<file path="config.mk">
export PLATFORM = sky130hd
export DESIGN_NAME = tile_fetch_scheduler
export DESIGN_NICKNAME = d
export VERILOG_FILES = /design/src/rtl/tile_fetch_scheduler.sv
export SDC_FILE = /design/constraint.sdc
export NUM_CORES = 1
export LEC_CHECK = 0
export ABC_AREA = 1
export CAP_MARGIN = 20
export CORE_MARGIN = 2
export CORE_UTILIZATION = 46
export CTS_CLUSTER_SIZE = 25
export DETAILED_ROUTE_END_ITERATION = 8
export GPL_TIMING_DRIVEN = 0
export MAX_ROUTING_LAYER = met4
export PLACE_DENSITY_LB_ADDON = 0.12
export SLEW_MARGIN = 20
export SYNTH_ARGS = -nofsm -noshare
export SYNTH_HDL_FRONTEND = slang
export SYNTH_SLANG_ARGS = --single-unit
</file>
<file path="constraint.sdc">
create_clock -name Clk -period 4.3 [get_ports Clk]
set_clock_uncertainty 0.2 [all_clocks]
set_input_delay 0.86 -clock Clk [delete_from_list [all_inputs] [get_ports Clk]]
set_output_delay 0.86 -clock Clk [all_outputs]
set_load 0.01 [all_outputs]
</file>
<file path="src/rtl/tile_fetch_scheduler.sv">
// Arbitrates the level-map RAM between the VGA tile prefetcher and game logic; optional SCHED_STATS_EN adds stall_cnt.
// Latency: game read data 1 cycle after grant; line prefetch occupies 11 cycles starting at DrawX==FETCH_X.
// Backpressure: gm_req is held off (gm_gnt=0) while a prefetch runs; prefetch always wins arbitration.
module tile_fetch_scheduler #(
    parameter int MAP_COLS = 64,
    parameter int ADDR_W   = 10,
    parameter int FETCH_X  = 640
) (
    input  logic              Clk,
    input  logic              Reset_n,
    input  logic [9:0]        DrawX,
    input  logic [9:0]        DrawY,
    input  logic [ADDR_W-1:0] scroll_col,
    output logic [2:0]        blockID,
    input  logic              gm_req,
    input  logic              gm_we,
    input  logic [ADDR_W-1:0] gm_addr,
    input  logic [2:0]        gm_wdata,
    output logic              gm_gnt,
    output logic              gm_rvalid,
    output logic [2:0]        gm_rdata,
    output logic [ADDR_W-1:0] ram_addr,
    output logic              ram_we,
    output logic [2:0]        ram_wdata,
    input  logic [2:0]        ram_rdata,
`ifdef SCHED_STATS_EN
    output logic [15:0]       stall_cnt,
`endif
    output logic              line_miss
);

    typedef enum logic [1:0] {IDLE, PF, PD, GR} state_t;

    state_t            state_q, state_d;
    logic [3:0]        pf_cnt_q;
    logic [ADDR_W-1:0] scroll_q;
    logic [3:0]        row_q, row_d;
    logic [5:0]        sub_q, sub_d;
    logic              pf_pend_q;
    logic              fill_done_q;
    logic              act_q;
    logic              line_miss_q;
    logic [2:0]        lbuf [2][10];

    logic [9:0]        ny;
    logic              ny_win, y_win, in_win, trig, pf_start;
    logic [3:0]        pf_row, pf_c, col;
    logic [ADDR_W-1:0] pf_col0, pf_addr;

    assign ny       = (DrawY == 10'd524) ? 10'd0 : DrawY + 10'd1;
    assign ny_win   = (ny >= 10'd40) && (ny <= 10'd439);
    assign y_win    = (DrawY >= 10'd40) && (DrawY <= 10'd439);
    assign trig     = (DrawX == 10'(FETCH_X)) && ny_win;
    assign pf_start = (state_q == IDLE) && (trig || pf_pend_q);

    // Row/subrow bookkeeping replaces (NY-40)/40; first window line re-syncs it.
    always_comb begin
        row_d = row_q;
        sub_d = sub_q + 6'd1;
        if (ny == 10'd40) begin
            row_d = '0;
            sub_d = '0;
        end else if (sub_q == 6'd39) begin
            row_d = row_q + 4'd1;
            sub_d = '0;
        end
    end

    // Tile 0 is issued in the trigger cycle itself from the live scroll_col.
    assign pf_row  = (state_q == IDLE) ? row_d : row_q;
    assign pf_col0 = (state_q == IDLE) ? scroll_col : scroll_q;
    assign pf_c    = (state_q == IDLE) ? 4'd0 : pf_cnt_q;
    assign pf_addr = ADDR_W'(pf_row) * ADDR_W'(MAP_COLS) + pf_col0 + ADDR_W'(pf_c);

    always_comb begin
        state_d   = state_q;
        gm_gnt    = 1'b0;
        gm_rvalid = 1'b0;
        gm_rdata  = '0;
        ram_addr  = '0;
        ram_we    = 1'b0;
        ram_wdata = '0;
        if (Reset_n) begin
            case (state_q)
                IDLE: begin
                    if (pf_start) begin
                        ram_addr = pf_addr;
                        state_d  = PF;
                    end else if (gm_req) begin
                        gm_gnt    = 1'b1;
                        ram_addr  = gm_addr;
                        ram_we    = gm_we;
                        ram_wdata = gm_wdata;
                        if (!gm_we) state_d = GR;
                    end
                end
                PF: begin
                    ram_addr = pf_addr;
                    if (pf_cnt_q == 4'd9) state_d = PD;
                end
                PD: state_d = IDLE;
                GR: begin
                    gm_rvalid = 1'b1;
                    gm_rdata  = ram_rdata;
                    state_d   = IDLE;
                end
                default: state_d = IDLE;
            endcase
        end
    end

    always_ff @(posedge Clk) begin
        if (!Reset_n) begin
            state_q     <= IDLE;
            pf_cnt_q    <= '0;
            scroll_q    <= '0;
            row_q       <= '0;
            sub_q       <= '0;
            pf_pend_q   <= 1'b0;
            fill_done_q <= 1'b0;
            act_q       <= 1'b0;
            line_miss_q <= 1'b0;
            for (int b = 0; b < 2; b++)
                for (int i = 0; i < 10; i++)
                    lbuf[b][i] <= '0;
        end else begin
            state_q <= state_d;
            if (pf_start) begin
                scroll_q  <= scroll_col;
                row_q     <= row_d;
                sub_q     <= sub_d;
                pf_cnt_q  <= 4'd1;
                pf_pend_q <= 1'b0;
            end else if (state_q == PF) begin
                pf_cnt_q <= pf_cnt_q + 4'd1;
            end
            if (state_q == GR && trig)
                pf_pend_q <= 1'b1;
            if (state_q == PF)
                lbuf[~act_q][pf_cnt_q - 4'd1] <= ram_rdata;
            if (DrawX == 10'd0) begin
                if (fill_done_q) begin
                    act_q       <= ~act_q;
                    fill_done_q <= 1'b0;
                end else if (y_win) begin
                    line_miss_q <= 1'b1;
                end
            end
            if (state_q == PD) begin
                lbuf[~act_q][9] <= ram_rdata;
                fill_done_q     <= 1'b1;
            end
        end
    end

    always_comb begin
        col = '0;
        for (int k = 1; k < 10; k++)
            if (DrawX >= 10'(120 + 40 * k)) col = 4'(k);
        in_win  = (DrawX >= 10'd120) && (DrawX <= 10'd519) && y_win;
        blockID = '0;
        if (Reset_n && in_win) blockID = lbuf[act_q][col];
    end

    assign line_miss = line_miss_q;

`ifdef SCHED_STATS_EN
    always_ff @(posedge Clk) begin
        if (!Reset_n)
            stall_cnt <= '0;
        else if (gm_req && !gm_gnt && stall_cnt != 16'hFFFF)
            stall_cnt <= stall_cnt + 16'd1;
    end
`endif

endmodule

</file>
**Yosys cells after proc, flatten, opt, wreduce, memory -nomap -nowiden**

Memories as Yosys holds them, arrays and structs flattened. A register that Yosys moved wholly into a read port is not among the register bits.
Cells that the tools add are included.

- Add/subtract/negate cells: 7
- Multipliers: 0
- Divide/modulo/power cells: 0
- Magnitude comparators: 18
- Equal/unequal tests: 11
- Shifts and indexed selects: 0
- Mux-type cells: 69
- Bitwise operators: 8
- Reductions and logical operators: 21

Operator list:

| cell | number |
|---|---|
| two-way mux 30 bit | 3 |
| >= comparator 10 x 9 -> 1 bit (second input constant) | 6 |
| two-way mux 10 bit | 5 |
| two-way mux 4 bit | 12 |
| >= comparator 10 x 8 -> 1 bit (second input constant) | 3 |
| two-way mux 3 bit | 10 |
| OR reduction 30 bit | 1 |
| two-way mux 1 bit | 29 |
| == test 10 bit (second input constant) | 2 |
| >= comparator 10 x 6 -> 1 bit (second input constant) | 2 |
| <= comparator 10 x 9 -> 1 bit (second input constant) | 2 |
| one-hot mux 10 bit (2 select lines) | 1 |
| binary-select mux 3 bit (select 4 bit) | 1 |
| demux 3 bit (select 4 bit) | 1 |
| two-way mux 6 bit | 2 |
| adder 10 x 1 -> 10 bit (second input constant) | 1 |
| adder 10 bit | 1 |
| adder 10 x 4 -> 10 bit | 1 |
| == test 10 x 6 -> 1 bit (second input constant) | 1 |
| >= comparator 10 x 7 -> 1 bit (second input constant) | 1 |
| >= comparator 5 bit (second input constant) | 2 |
| <= comparator 10 bit (second input constant) | 1 |
| logical NOT 10 bit | 1 |
| inverter 4 -> 5 bit | 2 |
| 21 further kinds | 43 |

- Flip-flop bits (word level): 30
- Latch bits: 0
- Memory bits (writable): 60
- Memory bits (read-only): 0
- Input bits: 50
- Output and inout bits: 23
- Logic and storage cells: 145
- Memories: 1

Memory list:

| memory | depth | bits a word | rd ports | clocked after Yosys merged registers in | write ports | line | text |
|---|---|---|---|---|---|---|---|
| lbuf | 2 | 30 | 1 | 1 | 2 | 43 | `logic [2:0] lbuf [2][10];` |

**Depth between registers and ports, before layout**

- Word-level depth: 15
- Depth in mapped cells: 26
- Depth with buffers taken out: 26

**Least setup slack after synthesis**

Ideal clock, no wire load.

- Path kind: input to output
- From: input port DrawY[0]
- To: output port ram_addr[9]
- Arrival: 3.285 ns
- Required time: 3.240 ns
- Setup slack: -0.045 ns
- Stages: 19
- Path buffers: 0
- Cell sequence: ha_1 > nand2_1 > inv_2 > nand2_1 > xor2_1 > nor3b_1 > nand3_1 > nand2_1 > o21ai_0 > ha_1 > nand2_1 > inv_1 > a221oi_1 > nand4_1 > nand2_1 > inv_1 > nand2_1 > nand3_1 > a21oi_2

- Longest elaborated chain between the ends: 10
- Elaborated cells on any way between the ends: 17
- Those cells by class: add/sub (3); order compare (2); eq/ne (2); mux (6); reduce/logical (4)

Ends and longest elaborated chain:

| item | line | text |
|---|---|---|
| start, declared | 12 | `input logic [9:0] DrawY,` |
| adder 10 x 1 -> 10 bit / == test 10 bit (equally long branches) | 50 | `assign ny = (DrawY == 10'd524) ? 10'd0 : DrawY + 10'd1;` |
| two-way mux 10 bit * | 50 |  |
| == test 10 x 6 -> 1 bit, or another cell as far along | 60 | `if (ny == 10'd40) begin` |
| two-way mux 4 bit / logical AND 1 bit (equally long branches) | 60, 51 |  |
| two-way mux 4 bit / logical AND 1 bit (equally long branches) | 70, 53 |  |
| adder 10 bit / logical OR 1 bit (equally long branches) | 73, 54 |  |
| adder 10 x 4 -> 10 bit / logical AND 1 bit (equally long branches) | 73, 54 |  |
| two-way mux 10 bit | 86 | `if (pf_start) begin` |
| one-hot mux 10 bit (2 select lines) * | 84 | `case (state_q)` |
| two-way mux 10 bit * | 83 | `if (Reset_n) begin` |
| end, declared | 22 | `output logic [ADDR_W-1:0] ram_addr,` |

Mark *: on every way between the ends. The rest lies on a longest branch, timed or not.

**Worst setup path in the final report**

Ends and elaborated chain as after synthesis.

==> results.cfg <==
[floorplanning]
io_pins = 73
core_sq_mm = 0.01262
rows = 41
die_x_microns = 117.8
start_util = 0.4717
dieArea_sq_mm = 0.01387
die_y_microns = 117.8

[route]
wl_met3_mm = 1.205
drtAntennaViolNets = 0
drc = 0
first_iter_violations = 464
dr.pass1.iters = 6
highest_layer = met4
drt-vias-per-instance = 5.344
via_count = 5397
post_drt_wl_per_cell_microns = 16.12
wirelength_mm = 16.29
wl_met2_mm = 7.656
wl_met1_mm = 7.218

[setup_path]
rrSetupSlack_ps = 1110
cp.required_ps = 3240
slowest_stage = ha_1
r2r-end = lbuf[1][6]$_DFFE_PP_
start_kind = primary input
worst-setup-path-type = primary input to primary output
critical_path_arrival_ps = 3430
critPathMaxStageDelay_ps = 330
worstPathMaxFanout = 5
reg2reg_depth = 10
r2r-start = pf_cnt_q[0]$_SDFFE_PN0P_
cp-end-kind = primary output
crit_chain = buf_8, ha_4, nand2_4, inv_6, nand2_4, xor2_2, nor3b_4, nand3_4, inv_2, nor3_4, nand2_1, o21ai_1, ha_1, nand2_2, nor2_4, nand3_2, nand3_2, nand2_2, nand2_2, inv_1, nand2_1, nand3_2, a21oi_2, buf_2

[pwr]
p_sw_frac = 0.3556
p_int_w = 0.001967
pwr_density_cell_mw_per_mm2 = 398.5
p_seq_frac = 0.379
p_comb_frac = 0.335
vdd_drop_max_v = 0.0002314
clock_power_share = 0.286
leakage_nw = 3.256
switchingPower_w = 0.001086

[run_status]
violations = setup timing
status = finished, violations left

[sta]
fmax_ghz = 0.2227
setup_viol_count_final = 3
rsz0062_at_grt = yes
max_slew_margin = 0.4413
post-route-period-util = 1.044
finalSetupTns_ps = -426.1
worst_slew_pin_slew_ps = 838.0
layout_setup_ws_ps = -191.1
timing.final.max_slew_violations = 0
fin_crit_ps = 4491
finalHoldViolations = 0

[min_path]
hp-class = flop to flop
holdPathEnd = scroll_q[7]$_SDFFE_PN0P_
hp-start = scroll_q[7]$_SDFFE_PN0P_
whs_path_depth = 2

[final_layout]
syn_to_final_growth_pct = 28.67
fillers = 1169
diodes = 0
final_nets = 902
drive_above_1_share = 0.2339

[synth]
yosysSeqAreaShare = 0.4069
synth-edff-count = 60
synth.net_count = 802
yosys_register_bits = 91
synth_flop_cell = edfxtp_1
syn_area_sq_mm = 0.005953
synth_area_per_cell_sq_um = 8.122
synthArstFlopShare = 0
synth_warnings = 0
yosysUniqueCellTypes = 53
synthCells = 733

[placed_design]
port-buffer-count = 70
gp_congestion = 0.9088
dp_slack_ps = -1435
post-dp-hpwl_mm = 11.89

[global_routing]
grt_overflow = 0
antenna_found_initial = 0
grt_pass1_vias = 5260
grt_max_degree = 17
grt.total_usage = 0.2436
grt_pass1_wl_mm = 26.20

[clock_tree]
htreeDepth = 3
cts_buffer_depth = 2
cts_tree = done
cts_buffers = 9
cts_sinks = 91
cts_hold_buffers = 0
ctsRootBufferMaster = clkbuf_16
clk_pin_slew_worst_paths_ps = 70
insertion_delay_ps = 340

[run]
maxCapViolCount = 0
## critical path: cells and delay by family
family,cells,cell delay (ps)
xor+xnor,1,160
simple gates,14,1310
buf+inv,5,460
compound gates,2,170
fa+ha+maj,2,490
## repair_timing
action | in CTS | in global routing
pin swaps | 33 | 26
gates resized for setup | 117 | 52
endpoints found under the setup margin | 18 | 10
endpoints found under the hold margin | 0 | 0
buffers inserted | 15 | 4
## routing by layer
metal	up-vias	track usage
li1	2639	-
met1	2542	0.3185
met2	199	0.3863
met3	17	0.05475
met4	0	0.05873
met5	-	-
## how the worst max path moves through the flow
stage                                     start           to  slack (ps)  depth (start not counted)
after CTS                              DrawY[1]  ram_addr[9]        -240                         21
after global placement                 DrawY[0]  ram_addr[9]       -1400                         25
final                                  DrawY[0]  ram_addr[9]        -190                         24
after global routing      sub_q[0]$_SDFFE_PN0P_  ram_addr[9]        -380                         19
after floorplan                        DrawY[0]  ram_addr[9]          10                         19
after detailed placement               DrawY[1]  ram_addr[9]       -1430                         21
## kinds of logic after synthesis
family / count (synthesis) / synth area share
XOR/XNOR: 19 / 0.02921
multiplexers: 30 / 0.05444
buffers and inverters: 116 / 0.08554
adder cells (fa/ha/maj): 19 / 0.04119
flip-flops: 91 / 0.4069
AO/OA/AOI/OAI: 92 / 0.09668
AND/OR/NAND/NOR: 366 / 0.2860
## Yosys cell counts (6+ instances only)
cell	instances	area (sq um)
buf_2	6	30.03
nand3_2	7	70.07
nand4_1	9	56.30
nor2_1	104	390.4
o21ai_0	29	145.1
o21ai_1	9	45.04
mux2i_1	11	110.1
inv_2	6	22.52
inv_1	84	315.3
dfxtp_1	31	620.6
xor2_1	13	113.9
nor2_2	11	68.82
nor3_1	11	55.05
nand2_1	134	503.0
a21oi_1	19	95.09
edfxtp_1	60	1802
o21ai_2	11	96.34
nand3_1	67	335.3
clkbuf_1	11	41.29
ha_1	18	225.2
mux2_2	19	214.0
## cell type report
| class | count | area (sq um) | share of cell area |
|---|---|---|---|
| plain buffers | 25 | 177.7 | 0.02319 |
| clock inverters | 6 | 96.34 | 0.01258 |
| flip-flops and latches | 91 | 2425 | 0.3166 |
| well taps | 172 | 215.2 | 0.02810 |
| inverters | 91 | 354.1 | 0.04623 |
| clock buffers | 10 | 229.0 | 0.02989 |
| repair buffers | 89 | 818.3 | 0.1068 |
| multi-input cells | 526 | 3344 | 0.4366 |
## registers in the layout (all words and copies together), names as in the netlist, named ones only
register / flops
lbuf: 60
scroll_q: 10
sub_q: 6
pf_cnt_q: 4
row_q: 4
state_q: 2
act_q: 1
fill_done_q: 1
line_miss: 1
pf_pend_q: 1
## power by group through the flow
stage	registers, W	logic, W	clock network [W]
3_3_place_gp	0.00116	0.000906	0
5_1_grt	0.00117	0.00113	0.000907
3_5_place_dp	0.00117	0.000921	0
4_1_cts	0.00116	0.000972	0.000879
6_report	0.00116	0.00102	0.000874
2_1_floorplan	0.00115	0.000616	0
## placed cells by master, fill, tap and decap left out, types with 12 or more instances in the layout
master,netlist,routed
nor2_2,11,15
inv_2,6,12
mux2_2,19,19
a21oi_1,19,18
nand2_1,134,121
o21ai_0,29,25
inv_1,84,77
nand3_1,67,59
clkdlybuf4s50_1,0,40
ha_1,18,14
buf_4,3,22
nand2_2,4,12
nor2_1,104,98
dfxtp_1,31,29
nand3_2,7,13
edfxtp_1,60,60
## stage by stage
stage | area (sq um) | utilization | cells | hold WS, ps | total power (W)
floorplan | 5959 | - | 733 | 241.5 | 0.001769
global placement | 6875 | 0.5448 | 975 | 255.5 | 0.002069
detailed placement | 6875 | 0.5448 | 975 | 261.0 | 0.002093
CTS | 7451 | 0.5904 | 1006 | 272.6 | 0.003008
global route | 7660 | 0.6070 | 1010 | 292.7 | 0.003203
finish | 7660 | 0.6070 | 1010 | 268.6 | 0.003053
Note: power is estimated with default switching activity, not from simulation.
